<file path="config.mk">
export PLATFORM = sky130hd
export DESIGN_NAME = stopwatch_counter_flat
export DESIGN_NICKNAME = d
export VERILOG_FILES = /design/src/rtl/stopwatch_pkg.sv /design/src/rtl/stopwatch_counter_if.sv /design/src/rtl/bcd_digit.sv /design/src/rtl/stopwatch_counter.sv /design/src/flat_wrapper.sv
export SDC_FILE = /design/constraint.sdc
export NUM_CORES = 1
export LEC_CHECK = 0
export CELL_PAD_IN_SITES_DETAIL_PLACEMENT = 1
export CELL_PAD_IN_SITES_GLOBAL_PLACEMENT = 2
export CORE_ASPECT_RATIO = 2
export CORE_MARGIN = 2
export CORE_UTILIZATION = 32
export CTS_BUF_LIST = sky130_fd_sc_hd__clkbuf_2
export CTS_CLUSTER_SIZE = 10
export DETAILED_ROUTE_END_ITERATION = 12
export GPL_TIMING_DRIVEN = 0
export PLACE_DENSITY = 0.85
export SYNTH_ARGS = -nofsm -noshare
export SYNTH_HDL_FRONTEND = slang
export SYNTH_SLANG_ARGS = --single-unit
</file>
<file path="constraint.sdc">
create_clock -name clk -period 2.3 [get_ports clk]
set_clock_uncertainty 0.1 [all_clocks]
set_input_delay 0.46 -clock clk [delete_from_list [all_inputs] [get_ports clk]]
set_output_delay 0.46 -clock clk [all_outputs]
set_load 0.02 [all_outputs]
</file>
<file path="src/rtl/stopwatch_pkg.sv">
// Shared types and constants for the mm:ss stopwatch: FSM states, BCD digit
// width, per-digit roll-over limits and a small BCD conversion helper.
package stopwatch_pkg;

    localparam int DIGIT_W = 4;

    localparam logic [DIGIT_W-1:0] SEC_ONES_MAX = 4'd9;
    localparam logic [DIGIT_W-1:0] SEC_TENS_MAX = 4'd5;
    localparam logic [DIGIT_W-1:0] MIN_ONES_MAX = 4'd9;
    localparam logic [DIGIT_W-1:0] MIN_TENS_MAX = 4'd5;

    typedef enum logic [1:0] {
        IDLE  = 2'd0,
        RUN   = 2'd1,
        PAUSE = 2'd2
    } state_t;

    // Splits a 0..99 integer into two packed BCD digits {tens, ones}.
    function automatic logic [2*DIGIT_W-1:0] to_bcd2(input int value);
        logic [DIGIT_W-1:0] tens;
        logic [DIGIT_W-1:0] ones;
        tens = DIGIT_W'(value / 10);
        ones = DIGIT_W'(value % 10);
        return {tens, ones};
    endfunction

endpackage

</file>
<file path="src/rtl/stopwatch_counter_if.sv">
// Control pulses in and display/status out of the stopwatch counter;
// master drives the pulses, slave (the counter) drives the display.
interface stopwatch_counter_if;

    logic        tick;
    logic        start;
    logic        clr;
    logic        lap;
    logic [15:0] disp;
    logic        running;
    logic        wrap;
    logic        frozen;

    modport master (
        output tick, start, clr, lap,
        input  disp, running, wrap, frozen
    );

    modport slave (
        input  tick, start, clr, lap,
        output disp, running, wrap, frozen
    );

endinterface

</file>
<file path="src/rtl/bcd_digit.sv">
// One modulo-(MAX+1) BCD digit; exposes both the registered value and the
// value it will take on the next edge so the parent can register a display.
module bcd_digit
    import stopwatch_pkg::*;
#(
    parameter logic [DIGIT_W-1:0] MAX = SEC_ONES_MAX
) (
    input  logic               clk,
    input  logic               rst,
    input  logic               clear,
    input  logic               inc,
    output logic [DIGIT_W-1:0] q,
    output logic [DIGIT_W-1:0] nxt,
    output logic               carry
);

    assign carry = inc && (q == MAX);

    always_comb begin
        nxt = q;
        if (clear) begin
            nxt = '0;
        end else if (inc) begin
            nxt = (q == MAX) ? '0 : q + DIGIT_W'(1);
        end
    end

    always_ff @(posedge clk or negedge rst) begin
        if (!rst) begin
            q <= '0;
        end else begin
            q <= nxt;
        end
    end

endmodule

</file>
<file path="src/rtl/stopwatch_counter.sv">
// BCD mm:ss stopwatch with IDLE/RUN/PAUSE control and registered outputs.
// Define STOPWATCH_LAP_EN to compile in the lap-hold display feature.
module stopwatch_counter
    import stopwatch_pkg::*;
#(
    parameter int MIN_MAX = 59
) (
    input logic                clk,
    input logic                rst,
    stopwatch_counter_if.slave bus
);

    localparam logic [2*DIGIT_W-1:0] MIN_LIM = to_bcd2(MIN_MAX);

    state_t                        state_q;
    state_t                        state_d;
    logic                          count_en;
    logic                          at_max;
    logic                          clear;
    logic [3:0][DIGIT_W-1:0]       cnt_q;
    logic [3:0][DIGIT_W-1:0]       cnt_nxt;
    logic [2:0]                    carry;
    logic                          unused_carry;
    logic [4*DIGIT_W-1:0]          disp_q;
    logic                          running_q;
    logic                          wrap_q;
    logic                          frozen_q;
    logic                          frozen_d;

    always_comb begin
        state_d  = state_q;
        count_en = 1'b0;
        if (bus.clr) begin
            state_d = IDLE;
        end else begin
            case (state_q)
                IDLE:    if (bus.start) state_d = RUN;
                RUN: begin
                    count_en = bus.tick;
                    if (bus.start) state_d = PAUSE;
                end
                PAUSE:   if (bus.start) state_d = RUN;
                default: state_d = IDLE;
            endcase
        end
    end

    // Roll-over point is MIN_MAX:59, which need not coincide with the digit limits.
    assign at_max = (cnt_q[3] == MIN_LIM[2*DIGIT_W-1:DIGIT_W]) &&
                    (cnt_q[2] == MIN_LIM[DIGIT_W-1:0]) &&
                    (cnt_q[1] == SEC_TENS_MAX) &&
                    (cnt_q[0] == SEC_ONES_MAX);
    assign clear  = bus.clr || (count_en && at_max);

    bcd_digit #(.MAX(SEC_ONES_MAX)) u_sec_ones (
        .clk(clk), .rst(rst), .clear(clear), .inc(count_en),
        .q(cnt_q[0]), .nxt(cnt_nxt[0]), .carry(carry[0])
    );
    bcd_digit #(.MAX(SEC_TENS_MAX)) u_sec_tens (
        .clk(clk), .rst(rst), .clear(clear), .inc(carry[0]),
        .q(cnt_q[1]), .nxt(cnt_nxt[1]), .carry(carry[1])
    );
    bcd_digit #(.MAX(MIN_ONES_MAX)) u_min_ones (
        .clk(clk), .rst(rst), .clear(clear), .inc(carry[1]),
        .q(cnt_q[2]), .nxt(cnt_nxt[2]), .carry(carry[2])
    );
    bcd_digit #(.MAX(MIN_TENS_MAX)) u_min_tens (
        .clk(clk), .rst(rst), .clear(clear), .inc(carry[2]),
        .q(cnt_q[3]), .nxt(cnt_nxt[3]), .carry(unused_carry)
    );

`ifdef STOPWATCH_LAP_EN
    // Lap toggles the hold only while running; clr always releases it.
    always_comb begin
        frozen_d = frozen_q;
        if (bus.clr) begin
            frozen_d = 1'b0;
        end else if (bus.lap && (state_q == RUN)) begin
            frozen_d = !frozen_q;
        end
    end
`else
    logic unused_lap;
    assign unused_lap = bus.lap;
    assign frozen_d   = 1'b0;
`endif

    always_ff @(posedge clk or negedge rst) begin
        if (!rst) begin
            state_q   <= IDLE;
            running_q <= 1'b0;
            wrap_q    <= 1'b0;
            frozen_q  <= 1'b0;
            disp_q    <= '0;
        end else begin
            state_q   <= state_d;
            running_q <= (state_d == RUN);
            wrap_q    <= count_en && at_max;
            frozen_q  <= frozen_d;
            disp_q    <= frozen_d ? disp_q : cnt_nxt;
        end
    end

    assign bus.disp    = disp_q;
    assign bus.running = running_q;
    assign bus.wrap    = wrap_q;
    assign bus.frozen  = frozen_q;

endmodule

</file>
<file path="src/flat_wrapper.sv">
// flat-port wrapper written by rule: the top's interface ports become plain ports
module stopwatch_counter_flat import stopwatch_pkg::*;
#(
    parameter int MIN_MAX = 59
)
  (clk, rst, bus_tick, bus_start, bus_clr, bus_lap, bus_disp, bus_running, bus_wrap, bus_frozen);
  stopwatch_counter_if bus_i ();
  input logic clk;
  input logic rst;
  input wire logic [$bits(bus_i.tick)-1:0] bus_tick;
  input wire logic [$bits(bus_i.start)-1:0] bus_start;
  input wire logic [$bits(bus_i.clr)-1:0] bus_clr;
  input wire logic [$bits(bus_i.lap)-1:0] bus_lap;
  output wire logic [$bits(bus_i.disp)-1:0] bus_disp;
  output wire logic [$bits(bus_i.running)-1:0] bus_running;
  output wire logic [$bits(bus_i.wrap)-1:0] bus_wrap;
  output wire logic [$bits(bus_i.frozen)-1:0] bus_frozen;
  assign bus_i.tick = bus_tick;
  assign bus_i.start = bus_start;
  assign bus_i.clr = bus_clr;
  assign bus_i.lap = bus_lap;
  assign bus_disp = bus_i.disp;
  assign bus_running = bus_i.running;
  assign bus_wrap = bus_i.wrap;
  assign bus_frozen = bus_i.frozen;
  stopwatch_counter #(.MIN_MAX(MIN_MAX)) u_core (.clk(clk), .rst(rst), .bus(bus_i));
endmodule
</file>
==> flow_summary.json <==
{
  "synth_top_family_by_area": "simple AND/OR/NAND/NOR gates",
  "relSlewSlack": 0.400,
  "synth_top_area_frac": 0.432,
  "startpoint_type": "register",
  "cts_setup_buffers": 0,
  "antennaDiodeCount": 0,
  "r2r_slack_ns": 0.50,
  "whs_ns": 0.487,
  "routed_via_density": 4.91,
  "cts_resized": 0,
  "placed_cell_area_mm2": 0.00144,
  "required_ns": 1.74,
  "final_util": 0.421,
  "min-delay-path-class": "reg2reg",
  "r2r_end": "u_core.bus.disp[9]$_DFFE_PN0P_",
  "async_reset_ff_frac": 1.00,
  "cp.depth": 1,
  "leakage_nw": 0.643,
  "cp_slowest_cell": "clkdlybuf4s50_1",
  "r2r-start": "u_core.bus.disp[1]$_DFFE_PN0P_",
  "setup_viol": 0,
  "synth_xor_area_frac": 0,
  "synth_edf_count": 0,
  "grt_pass1_wl_um": 4350,
  "crit_chain": "clkdlybuf4s50_1",
  "syn2layout_area_growth_pct": 28.2,
  "met3_usage": 0.0182,
  "path_delay_family": "buffers and inverters",
  "syn_area_mm2": 0.00116,
  "die_area_mm2": 0.00415,
  "wl_per_cell_um": 13.1,
  "gp_congestion": 0.762,
  "routed_wl_um": 2560,
  "final_cell_area_mm2": 0.00149,
  "ys.flop_type": "dfrtp_1",
  "max-cap-violations": 0,
  "synth_area_leaders": "dfrtp_1, ha_1, a21oi_1",
  "start_util": 0.328,
  "insertion_delay_ns": 0.31,
  "remaining_drc_errors": 0,
  "path_max_fanout": 6,
  "drtIter0Drc": 6,
  "ir_drop_uv": 371,
  "firstDrtPassIters": 4,
  "final_max_slew_viol_count": 0,
  "period_share": 0.870,
  "pin_count": 25,
  "clockBufferDepth": 2,
  "grt_max_degree": 21,
  "grt_use_met2": 0.232,
  "slowest_delay_ns": 0.64,
  "syn_nets": 135,
  "r2r_cells": 7,
  "io_buffers": 22,
  "cp.arrival_ns": 1.44,
  "seq_area_frac_synth": 0.432,
  "cts_root_buf": "clkbuf_2",
  "num_vias": 963,
  "grt_pass1_vias": 941,
  "drive_above_1_share": 0.0680,
  "dieWidth_um": 46.5,
  "grt_overflow": 0,
  "htreeDepth": 1,
  "cts_tree": "built",
  "grt_usage": 0.141,
  "coreArea_mm2": 0.00353,
  "synthSimpleGateAreaFrac": 0.308,
  "syn_inst": 121,
  "gr-usage-met1": 0.189,
  "syn_area_per_cell_um2": 9.58,
  "yosys.area.top_type": "dfrtp_1",
  "min_from": "u_core.bus.disp[7]$_DFFE_PN0P_",
  "end_kind": "primary output",
  "ant_nets": 0,
  "cts.clk_slew.worst_paths_ns": 0.19,
  "path_class": "reg2out",
  "holdPathStages": 2,
  "p_per_area_mw_per_mm2": 451,
  "hold_buffers": 0,
  "busiest_layer": "met2",
  "tns_ns": 0,
  "synth_mux_area_frac": 0.0346,
  "dpl.hpwl_um": 1940,
  "path_buf_inv": 1,
  "synth-seq-cells": 20,
  "rsz0062_at_grt": "false",
  "tightest_slew_ns": 0.897,
  "synth_adder_area_share": 0.0864,
  "hold_viol": 0,
  "min_to": "u_core.bus.disp[7]$_DFFE_PN0P_",
  "yosysWarnings": 0,
  "row_count": 31,
  "fmax_mhz": 500,
  "cts_sinks": 20,
  "cts_made_buffers": 3,
  "nets": 162,
  "min_period_ns": 2.00,
  "yosysUniqueCellTypes": 27,
  "synth-compound-area-share": 0.0778,
  "antenna_found_initial": 0,
  "die_h_um": 89.1,
  "status": "completed"
}
## how the worst max path moves through the flow
| stage | startpoint | end | slack, ns |
|---|---|---|---|
| floorplan | u_core.bus.disp[0]$_DFFE_PN0P_ | u_core.bus.disp[15]$_DFFE_PN0P_ | 0.55 |
| finish | u_core.bus.disp[8]$_DFFE_PN0P_ | bus_disp[8] | 0.30 |
| detailed placement | bus_clr | u_core.bus.disp[12]$_DFFE_PN0P_ | 0.02 |
| CTS | u_core.bus.disp[0]$_DFFE_PN0P_ | bus_disp[0] | 0.28 |
| global route | u_core.bus.disp[8]$_DFFE_PN0P_ | bus_disp[8] | 0.19 |
| global placement | bus_clr | u_core.bus.running$_DFF_PN0_ | 0.02 |
## logic make-up after synthesis
| logic type | after synthesis |
|---|---|
| AOI/OAI and AO/OA | 18 |
| muxes | 4 |
| other | 1 |
| and+or+nand+nor | 59 |
| DFF | 20 |
| adders and majority gates | 8 |
| buffers and inverters | 11 |
## cell type report
type	count	area (µm²)
Fill cell	413	2040
Inverter	5	18.8
Tap cell	49	61.3
Timing Repair Buffer	22	220
Clock buffer	3	15.0
Sequential cell	20	500
Multi-Input combinational cell	90	591
Buffer	6	48.8
Clock inverter	1	30.0
## synthesized netlist by cell type (3+ instances only)
master	count
a21oi_1	13
dfrtp_1	20
ha_1	8
nor3_1	4
inv_1	5
o21ai_0	5
nor2b_1	3
nand3_1	4
and3b_1	5
buf_6	3
nand2_1	7
mux2i_1	4
nand3b_1	4
nor2_1	17
or3_1	5
## report_power, final
group / switching [W] / leakage, nW / internal [W]
sequential: 0.00000436 / 0.277 / 0.000356
clock: 0.000109 / 0.0266 / 0.000150
combinational: 0.0000306 / 0.339 / 0.0000196
total: 0.000144 / 0.643 / 0.000526
## flip-flops by register name (all words and copies together), names as in the netlist
name                cells
u_core.bus.disp        16
u_core.bus.running      1
u_core.state_q          2
u_core.bus.wrap         1
## per-stage QoR
stage	cells	power (W)	setup WS (ns)
floorplan	121	0.000391	0.547
global placement	192	0.000418	0.0190
detailed placement	192	0.000419	0.0244
CTS	196	0.000680	0.276
global route	196	0.000703	0.192
finish	196	0.000670	0.298
## layer usage
layer	part of all wire	vias to the layer above
met5	0	-
met4	0.0051	0
met3	0.040	2
met2	0.51	20
met1	0.44	469
li1	-	472
## tightest hold or removal path, stage by stage, from the launching register on
cell,delay (ns)
dfrtp_1,0.42
mux2i_1,0.08
nor2_1,0.07
## cell usage in the layout (no fill, tap or decap), types with 4 or more instances in the layout
master	count
nand3_1	4
mux2i_1	4
clkdlybuf4s50_1	22
nor2_1	17
o21ai_0	5
nor3_1	4
dfrtp_1	20
ha_1	8
a21oi_1	13
and3b_1	5
nand3b_1	4
nand2_1	7
inv_1	5
or3_1	5
No activity file was read; power rests on OpenSTA's default activity.
